--- config.mk ---
export PLATFORM = sky130hd
export DESIGN_NAME = stream_fork2
export DESIGN_NICKNAME = d
export VERILOG_FILES = /design/src/rtl/stream_fork2.sv
export SDC_FILE = /design/constraint.sdc
export NUM_CORES = 1
export LEC_CHECK = 0
export CORE_AREA = 2 2 62 88
export CTS_CLUSTER_DIAMETER = 60
export DETAILED_ROUTE_END_ITERATION = 6
export DIE_AREA = 0 0 64 90
export GPL_ROUTABILITY_DRIVEN = 1
export GPL_TIMING_DRIVEN = 0
export MAX_ROUTING_LAYER = met4
export PLACE_DENSITY = 0.44
export SYNTH_ARGS = -nofsm -noshare
export SYNTH_HDL_FRONTEND = slang
export SYNTH_SLANG_ARGS = --single-unit
--- constraint.sdc ---
create_clock -name clk -period 1.6 [get_ports clk]
set_input_delay 0.32 -clock clk [delete_from_list [all_inputs] [get_ports clk]]
set_output_delay 0.32 -clock clk [all_outputs]
set_load 0.02 [all_outputs]
--- src/rtl/stream_fork2.sv ---
// Two-way stream fork: each beat accepted on A is delivered once to B and once to C, in order.
// Each branch has its own 2-entry FIFO. Define STREAM_FORK_ASSERT_EN to compile in simulation-only protocol checkers.
module stream_fork2 #(
  parameter int DATA_BW = 4
) (
  input  logic               clk,
  input  logic               rst_n,
  input  logic [DATA_BW-1:0] a_data,
  input  logic               a_valid,
  output logic               a_ready,
  output logic [DATA_BW-1:0] b_data,
  output logic               b_valid,
  input  logic               b_ready,
  output logic [DATA_BW-1:0] c_data,
  output logic               c_valid,
  input  logic               c_ready
);

  logic [DATA_BW-1:0] mem_b [2];
  logic [DATA_BW-1:0] mem_c [2];
  logic               rptr_b, wptr_b, rptr_c, wptr_c;
  logic [1:0]         cnt_b, cnt_c;
  logic [1:0]         cnt_b_nxt, cnt_c_nxt;
  logic               a_fire, b_fire, c_fire;
  logic               a_ready_nxt;

  // Occupancy after one edge. A simultaneous push and pop leaves the count unchanged.
  function automatic logic [1:0] next_count(input logic [1:0] cnt, input logic push,
                                            input logic pop);
    logic [1:0] res;
    res = cnt;
    if (push && !pop)
      res = cnt + 2'd1;
    else if (!push && pop)
      res = cnt - 2'd1;
    return res;
  endfunction

  assign a_fire = a_valid && a_ready;
  assign b_fire = b_valid && b_ready;
  assign c_fire = c_valid && c_ready;

  assign b_valid = (cnt_b != 2'd0);
  assign c_valid = (cnt_c != 2'd0);
  assign b_data  = mem_b[rptr_b];
  assign c_data  = mem_c[rptr_c];

  always_comb begin
    cnt_b_nxt   = next_count(cnt_b, a_fire, b_fire);
    cnt_c_nxt   = next_count(cnt_c, a_fire, c_fire);
    // Registered ready: depends only on the next state, never on b_ready/c_ready in the same cycle.
    a_ready_nxt = (cnt_b_nxt < 2'd2) && (cnt_c_nxt < 2'd2);
  end

  always_ff @(posedge clk or negedge rst_n) begin
    if (!rst_n) begin
      mem_b[0] <= '0;
      mem_b[1] <= '0;
      mem_c[0] <= '0;
      mem_c[1] <= '0;
      rptr_b   <= 1'b0;
      wptr_b   <= 1'b0;
      rptr_c   <= 1'b0;
      wptr_c   <= 1'b0;
      cnt_b    <= 2'd0;
      cnt_c    <= 2'd0;
      a_ready  <= 1'b1;
    end else begin
      if (a_fire) begin
        mem_b[wptr_b] <= a_data;
        mem_c[wptr_c] <= a_data;
        wptr_b        <= ~wptr_b;
        wptr_c        <= ~wptr_c;
      end
      if (b_fire)
        rptr_b <= ~rptr_b;
      if (c_fire)
        rptr_c <= ~rptr_c;
      cnt_b   <= cnt_b_nxt;
      cnt_c   <= cnt_c_nxt;
      a_ready <= a_ready_nxt;
    end
  end

`ifdef STREAM_FORK_ASSERT_EN
  logic               a_hold_q, b_hold_q, c_hold_q;
  logic [DATA_BW-1:0] a_data_q, b_data_q, c_data_q;

  // Remember which ports were stalled at the previous edge so their hold rules can be checked.
  always_ff @(posedge clk or negedge rst_n) begin
    if (!rst_n) begin
      a_hold_q <= 1'b0;
      b_hold_q <= 1'b0;
      c_hold_q <= 1'b0;
      a_data_q <= '0;
      b_data_q <= '0;
      c_data_q <= '0;
    end else begin
      a_hold_q <= a_valid && !a_ready;
      b_hold_q <= b_valid && !b_ready;
      c_hold_q <= c_valid && !c_ready;
      a_data_q <= a_data;
      b_data_q <= b_data;
      c_data_q <= c_data;
    end
  end

  always @(posedge clk) begin
    if (rst_n) begin
      if (a_hold_q && (!a_valid || a_data != a_data_q))
        $error("stream_fork2: a_valid/a_data changed while stalled");
      if (cnt_b == 2'd3 || cnt_c == 2'd3)
        $error("stream_fork2: branch count exceeds 2");
      if (b_hold_q && (!b_valid || b_data != b_data_q))
        $error("stream_fork2: b_valid/b_data changed while stalled");
      if (c_hold_q && (!c_valid || c_data != c_data_q))
        $error("stream_fork2: c_valid/c_data changed while stalled");
    end
  end
`endif

endmodule

==> impl_metrics.py, run 1 <==
metrics = {
    "clocking": {
        "htree_num_levels": 1,
        "worst_skew_pair.late_latency_ns": 0.27,
        "cts-root-to-sink-buffers": 2,
        "clkTransAtPathRegs_ns": 0.09,
        "numClockSinks": 25,
        "cts_inserted_buffers": 3,
        "clockRootBuffer": "sky130_fd_sc_hd__clkbuf_8",
        "cts_tree": "yes",
        "cts_hold_buffers": 0,
    },
    "sta": {
        "worstMarginPinSlew_ns": 1.16,
        "worst_slew_margin_rel_pct": 22.7,
        "final_clock_skew_ns": 0.00470,
        "timing.final.setup_violations": 0,
        "clock.fmax_mhz": 634,
        "finalCritPeriodShare_pct": 98.6,
        "rsz0062_at_grt": "true",
        "final-max-slew-violation-count": 0,
        "report.final.hold_viol_count": 0,
        "timing.setup.tns_ns": 0,
        "worst_case_hold_slack_ns": 0.270,
        "period_needed_ns": 1.58,
    },
    "synth": {
        "synth.cell_area_um2": 1200,
        "post_synth_main_area_contributors": "sky130_fd_sc_hd__dfrtp_1 50%, sky130_fd_sc_hd__mux2_2 22%, sky130_fd_sc_hd__ha_1 7.3%",
        "syn-num-nets": 110,
        "ys.warnings.count": 0,
        "number_of_enable_flip_flop_cells_after_synthesis": 0,
        "synth_flop_cell": "sky130_fd_sc_hd__dfrtp_1",
        "syn_inst": 94,
        "syn-mean-instance-area_um2": 12.8,
        "synthDominantCellAreaShare_pct": 49.9,
        "synth-seq-cells": 25,
        "synth-seq-area-share_pct": 52.1,
        "synth_top_area_cell": "sky130_fd_sc_hd__dfrtp_1",
        "async_reset_ff_share_pct": 100,
        "netlist_top_cells_count": "24 x sky130_fd_sc_hd__dfrtp_1, 24 x sky130_fd_sc_hd__mux2_2, 9 x sky130_fd_sc_hd__inv_1",
        "synth.lib_cells_used.distinct": 16,
    },
    "global_routing": {
        "initial_antenna_violation_count": 0,
        "vias_in_the_first_global_route": 822,
        "grt_first_pass_wirelength_um": 3840,
        "grt_max_degree": 26,
        "grt_remaining_overflow": 0,
        "globalRouteTotalUtil_pct": 8.88,
    },
    "job": {
        "drv.max_cap_violation_count": 0,
    },
    "cells_and_area": {
        "postLayoutCoreUtil_pct": 31.4,
        "finalInstanceArea_um2": 1570,
        "final_layout_size_suffix_gt1_share_pct": 43.9,
        "num-fill-cells": 508,
        "final_net_count": 140,
        "area_growth_from_synthesis_to_layout_pct": 30.4,
        "antennaDiodeCount": 0,
    },
    "power": {
        "p_leak_nw": 0.731,
        "vdd.ir_drop.worst_uv": 555,
        "pwr_density_cell_nw_per_um2": 2000,
    },
    "critical_path": {
        "setup.worst_path.end_class": "output pin",
        "critical_path_slowest_stage_cell": "sky130_fd_sc_hd__dfrtp_2",
        "setup.worst_path.class": "reg -> out",
        "worst-path-max-fanout": 4,
        "worstPathArrival_ns": 1.26,
        "wp_data_required_ns": 1.28,
        "timing.critical_path.cells": "buf_6, mux2_2, buf_6",
        "max_stage_delay_ns": 0.42,
        "critPathMostFrequentCell": "sky130_fd_sc_hd__buf_6",
        "setup.worst_path.start_class": "register",
    },
    "die": {
        "design.core.area_um2": 5000,
        "boundaryPins": 20,
        "die_x_um": 64,
        "fp.dieH_um": 90,
        "initial_util_pct": 24.1,
        "num_rows": 31,
        "dieArea_um2": 5760,
    },
    "placement": {
        "globalplace.congestion": 0.697,
        "detailed_place.area_um2": 1480,
        "dp_hpwl_um": 1700,
        "portBuffers": 19,
    },
    "detailed_routing": {
        "vias": 776,
        "drcViolationCount": 0,
        "detailedRoute.firstPassIterationCount": 2,
        "wire_per_inst_um": 11.9,
        "drt-total-wl_um": 2260,
        "drt-initial-drc-count": 12,
        "drt-vias-per-instance": 4.11,
        "final_ant_viol_nets": 0,
    },
    "worst_hold_path": {
        "class_of_the_worst_hold_path": "in -> async",
    },
    "outcome": {
        "outcome": "completed",
    },
}
-- layout make-up --
type                    count  area (um^2)  area share, %
repair buffers             25          226           14.4
inverters                   9         33.8           2.15
clock inverters             1         5.00          0.319
clock buffers               3         41.3           2.63
multi-input cells          60          551           35.1
well taps                  66         82.6           5.26
flip-flops and latches     25          629           40.1
-- cell usage in the layout (no fill, tap or decap), types with 2 or more instances in the layout --
cell / synthesis / routed
sky130_fd_sc_hd__clkbuf_8: 0 / 3
sky130_fd_sc_hd__nor2_1: 3 / 3
sky130_fd_sc_hd__dfrtp_2: 0 / 2
sky130_fd_sc_hd__nor2b_1: 3 / 3
sky130_fd_sc_hd__mux2_2: 24 / 24
sky130_fd_sc_hd__nor2_4: 2 / 2
sky130_fd_sc_hd__dfrtp_1: 24 / 22
sky130_fd_sc_hd__clkdlybuf4s50_1: 0 / 6
sky130_fd_sc_hd__nand3_2: 2 / 2
sky130_fd_sc_hd__dlygate4sd2_1: 0 / 2
sky130_fd_sc_hd__ha_1: 7 / 7
sky130_fd_sc_hd__buf_2: 0 / 4
sky130_fd_sc_hd__nand2_1: 8 / 7
sky130_fd_sc_hd__xor2_1: 2 / 2
sky130_fd_sc_hd__xnor2_1: 2 / 2
sky130_fd_sc_hd__o21ai_0: 4 / 3
sky130_fd_sc_hd__buf_6: 0 / 7
sky130_fd_sc_hd__inv_1: 9 / 9
sky130_fd_sc_hd__buf_4: 0 / 3
-- through the flow --
step | instances | power (mW) | worst slack [ns]
floorplan | 94 | 2.14 | 0.0122
global placement | 179 | 2.68 | -0.410
detailed placement | 179 | 2.71 | -0.389
CTS | 188 | 3.09 | -0.0198
global route | 189 | 3.38 | -0.0679
finish | 189 | 3.13 | 0.0224
-- registers in the layout, indices dropped and copies added (netlist names) --
| name | flops |
|---|---|
| a_ready | 1 |
| cnt_b | 2 |
| cnt_c | 2 |
| mem_b | 8 |
| mem_c | 8 |
| rptr_b | 1 |
| rptr_c | 1 |
| wptr_b | 1 |
| wptr_c | 1 |
-- critical path, delay by kind of cell, from the launching register on --
kind	cells	cell delay (ns)
mux	1	0.33
flops	1	0.42
buf+inv	2	0.24
-- report_power, final --
group	switching, mW	total, mW	internal (mW)
logic	0.726	1.59	0.862
registers	0.205	1.16	0.959
clock network	0.207	0.381	0.174
total	1.14	3.13	2.00
-- cell families after synthesis --
family / count (synthesis) / share of synthesized area, %
fa+ha+maj: 7 / 7.28
xor+xnor: 4 / 2.91
mux: 24 / 22.5
simple gates: 20 / 9.87
buf+inv: 9 / 2.81
compound gates: 5 / 2.60
flops: 25 / 52.1
-- final timing paths --
path / from / endpoint / depth (start not counted) / slack [ns]
max: rptr_c / c_data[2] / 3 / 0.02
min: rst_n / cnt_c[1] / 1 / 0.27
max reg2reg: cnt_c[0] / a_ready / 9 / 0.05
min reg2reg: mem_b[1] / mem_b[1] / 1 / 0.51
max in group asynchronous: rst_n / rptr_b / 1 / 0.56
min in group clk: mem_b[1] / mem_b[1] / 1 / 0.51
-- per-layer routing --
metal / GRT usage [%] / part of all wire (%)
met3: 1.63 / 4.1
met5: - / 0
met2: 14.3 / 51
met1: 10.0 / 43
met4: 5.43 / 2.0
-- timing repair --
action / in CTS / in global routing
setup endpoints to repair: 13 / 35
gates resized for setup: 37 / 19
pin swaps: 1 / 0
setup buffers: 5 / 1
hold endpoints to repair: 0 / 0
No activity file was read; power rests on OpenSTA's default activity.
==> run 2, diff against run 1 <==
--- a/config.mk
+++ b/config.mk
@@ -11,7 +11,6 @@
 export DIE_AREA = 0 0 64 90
 export GPL_ROUTABILITY_DRIVEN = 1
 export GPL_TIMING_DRIVEN = 0
-export MAX_ROUTING_LAYER = met4
 export PLACE_DENSITY = 0.44
 export SYNTH_ARGS = -nofsm -noshare
 export SYNTH_HDL_FRONTEND = slang
==> results of run 2 <==
No change in the layout: final DEF, timing and power equal those of run 1.
Main changes from that run: final weighted congestion in routability-driven placement 0.697 -> 0.689; overall routing resource usage 8.88% -> 8.64%
==> run 3, diff against run 2 <==
--- a/config.mk
+++ b/config.mk
@@ -12,6 +12,7 @@
 export GPL_ROUTABILITY_DRIVEN = 1
 export GPL_TIMING_DRIVEN = 0
 export PLACE_DENSITY = 0.44
+export SLEW_MARGIN = 20
 export SYNTH_ARGS = -nofsm -noshare
 export SYNTH_HDL_FRONTEND = slang
 export SYNTH_SLANG_ARGS = --single-unit
==> run 3 against run 2 <==
  * Core utilization rose by 0.13 points
  * Cell count is the same
  * Routed wire length up 1.1%
  * Via count up 1.2%
  * Worst hold slack got worse by 0.23 ns
  * Sequential power about the same
  * Clock skew is essentially flat
  * Power grew 0.82%
  * Critical path depth stayed put
  * Register-to-register slack is essentially flat
  * Die area did not move
  * Maximum frequency down 0.55%
  * Critical endpoint unchanged
==> impl_metrics.py, run 3 (synthesis results as in run 1) <==
metrics = {
    "global_routing": {
        "global_route.usage.met1_pct": 10.0,
        "grt_first_pass_wirelength_um": 3830,
        "top_usage_layer": "met2",
        "vias_in_the_first_global_route": 821,
        "met2_usage_pct": 14.3,
        "gr-usage-met3_pct": 1.63,
        "globalRouteTotalUtil_pct": 8.64,
        "initial_antenna_violation_count": 0,
        "grt_remaining_overflow": 0,
        "grt_max_degree": 26,
    },
    "sta": {
        "clock.fmax_mhz": 630,
        "timing.setup.tns_ns": 0,
        "worstMarginPinSlew_ns": 0.585,
        "rsz0062_at_grt": "true",
        "worst_case_hold_slack_ns": 0.0391,
        "report.final.hold_viol_count": 0,
        "final-max-slew-violation-count": 0,
        "finalCritPeriodShare_pct": 99.1,
        "fin_ws_ns": 0.0138,
        "period_needed_ns": 1.59,
        "worst_slew_margin_rel_pct": 61.0,
        "timing.final.setup_violations": 0,
        "final_clock_skew_ns": 0.00504,
    },
    "power": {
        "share_seq_of_total_power_pct": 36.8,
        "p_leak_nw": 0.720,
        "power_frac_clock_pct": 12.1,
        "cellInternalPower_mw": 2.00,
        "comb_power_share_pct": 51.2,
        "pwr_density_cell_nw_per_um2": 2010,
        "total_power_mw": 3.16,
        "sw_frac_of_total_pct": 36.6,
        "switchingPower_mw": 1.15,
        "vdd.ir_drop.worst_uv": 544,
    },
    "clocking": {
        "clkTransAtPathRegs_ns": 0.09,
        "clockRootBuffer": "sky130_fd_sc_hd__clkbuf_8",
        "cts_inserted_buffers": 3,
        "worst_skew_pair.late_latency_ns": 0.27,
        "cts-root-to-sink-buffers": 2,
        "numClockSinks": 25,
        "htree_num_levels": 1,
        "cts_tree": "yes",
    },
    "cells_and_area": {
        "final_layout_size_suffix_gt1_share_pct": 50.4,
        "antennaDiodeCount": 0,
        "reg.largest.list": "mem_b x8, mem_c x8",
        "area_growth_from_synthesis_to_layout_pct": 30.9,
        "postLayoutCoreUtil_pct": 31.5,
        "num-fill-cells": 511,
        "final_net_count": 140,
        "final_cell_count_no_fill": 189,
        "finalInstanceArea_um2": 1580,
        "mostFrequentLayoutCells": "24 x sky130_fd_sc_hd__mux2_2, 22 x sky130_fd_sc_hd__dfrtp_1, 8 x sky130_fd_sc_hd__inv_1",
        "layout_commonest_cell": "sky130_fd_sc_hd__mux2_2",
    },
    "critical_path": {
        "wp_data_required_ns": 1.28,
        "setup.worst_path.start_class": "register",
        "worst-path-max-fanout": 4,
        "worstPathArrival_ns": 1.27,
        "setup.worst_path.class": "reg -> out",
        "setup.worst_path.end_class": "output pin",
    },
    "outcome": {
        "outcome": "completed",
    },
    "placement": {
        "detailed_place.area_um2": 1470,
        "place.detailed.instances": 179,
        "dp_hpwl_um": 1710,
        "globalplace.congestion": 0.689,
        "dp_slack_ns": -0.389,
        "portBuffers": 19,
    },
    "die": {
        "design.core.area_um2": 5000,
        "fp.dieH_um": 90,
        "num_rows": 31,
        "boundaryPins": 20,
        "die_x_um": 64,
        "initial_util_pct": 24.1,
        "dieArea_um2": 5760,
    },
    "detailed_routing": {
        "vias": 785,
        "drt-total-wl_um": 2280,
        "drcViolationCount": 0,
        "detailedRoute.firstPassIterationCount": 2,
        "drt-vias-per-instance": 4.15,
        "drt-initial-drc-count": 11,
        "wire_per_inst_um": 12.1,
        "final_ant_viol_nets": 0,
    },
    "worst_hold_path": {
        "class_of_the_worst_hold_path": "in -> async",
    },
    "job": {
        "drv.max_cap_violation_count": 0,
    },
}
-- run 3: cell types whose count changed in the layout (fill, tap and decap cells not counted), sizes merged --
cell	previous run	this run
clkbuf	4	5
clkdlybuf4s15	1	0
buf	14	15
dlymetal6s2s	1	0
-- run 3: critical path: stages, from the launching register on --
cell,delay (ns)
sky130_fd_sc_hd__dfrtp_2,0.41
sky130_fd_sc_hd__buf_4,0.12
sky130_fd_sc_hd__mux2_2,0.33
sky130_fd_sc_hd__buf_6,0.13
-- run 3: cell type report --
type / count / area (um^2) / area share, %
clock buffer: 3 / 41.3 / 2.62
clock inverter: 1 / 5.00 / 0.318
inverter: 9 / 33.8 / 2.14
multi-input combinational: 60 / 573 / 36.4
sequential: 25 / 629 / 40.0
tap: 66 / 82.6 / 5.24
timing repair buffer: 25 / 210 / 13.3
-- run 3: path summary, 6_finish.rpt --
check / startpoint / cells past startpoint / end / slack (ns)
min in group clk: mem_b[1] / 1 / mem_b[1] / 0.51
max: rptr_c / 3 / c_data[2] / 0.01
max in group asynchronous: rst_n / 1 / rptr_b / 1.14
min: rst_n / 1 / cnt_c[1] / 0.04
max reg2reg: cnt_c[0] / 9 / a_ready / 0.06
min reg2reg: mem_b[1] / 1 / mem_b[1] / 0.51
-- run 3: repair_timing --
item | CTS | global route
hold buffers | 0 | 0
endpoints found under the setup margin | 13 | 12
pin swaps | 1 | 2
setup buffers | 5 | 1
hold endpoints to repair | 0 | 0
resized for setup | 37 | 25
-- run 3: power groups by stage --
stage	registers, mW	clock network, mW	logic, mW
6_report	1.16	0.381	1.62
5_1_grt	1.21	0.419	1.77
4_1_cts	1.17	0.395	1.53
3_5_place_dp	1.20	0	1.51
3_3_place_gp	1.18	0	1.49
2_1_floorplan	1.15	0	0.994
-- run 3: per-layer routing --
metal  vias to the layer above  wire, um
met4                         0        46
met3                         4        91
met2                        14      1200
met1                       392       945
met5                         -         0
li1                        375         -
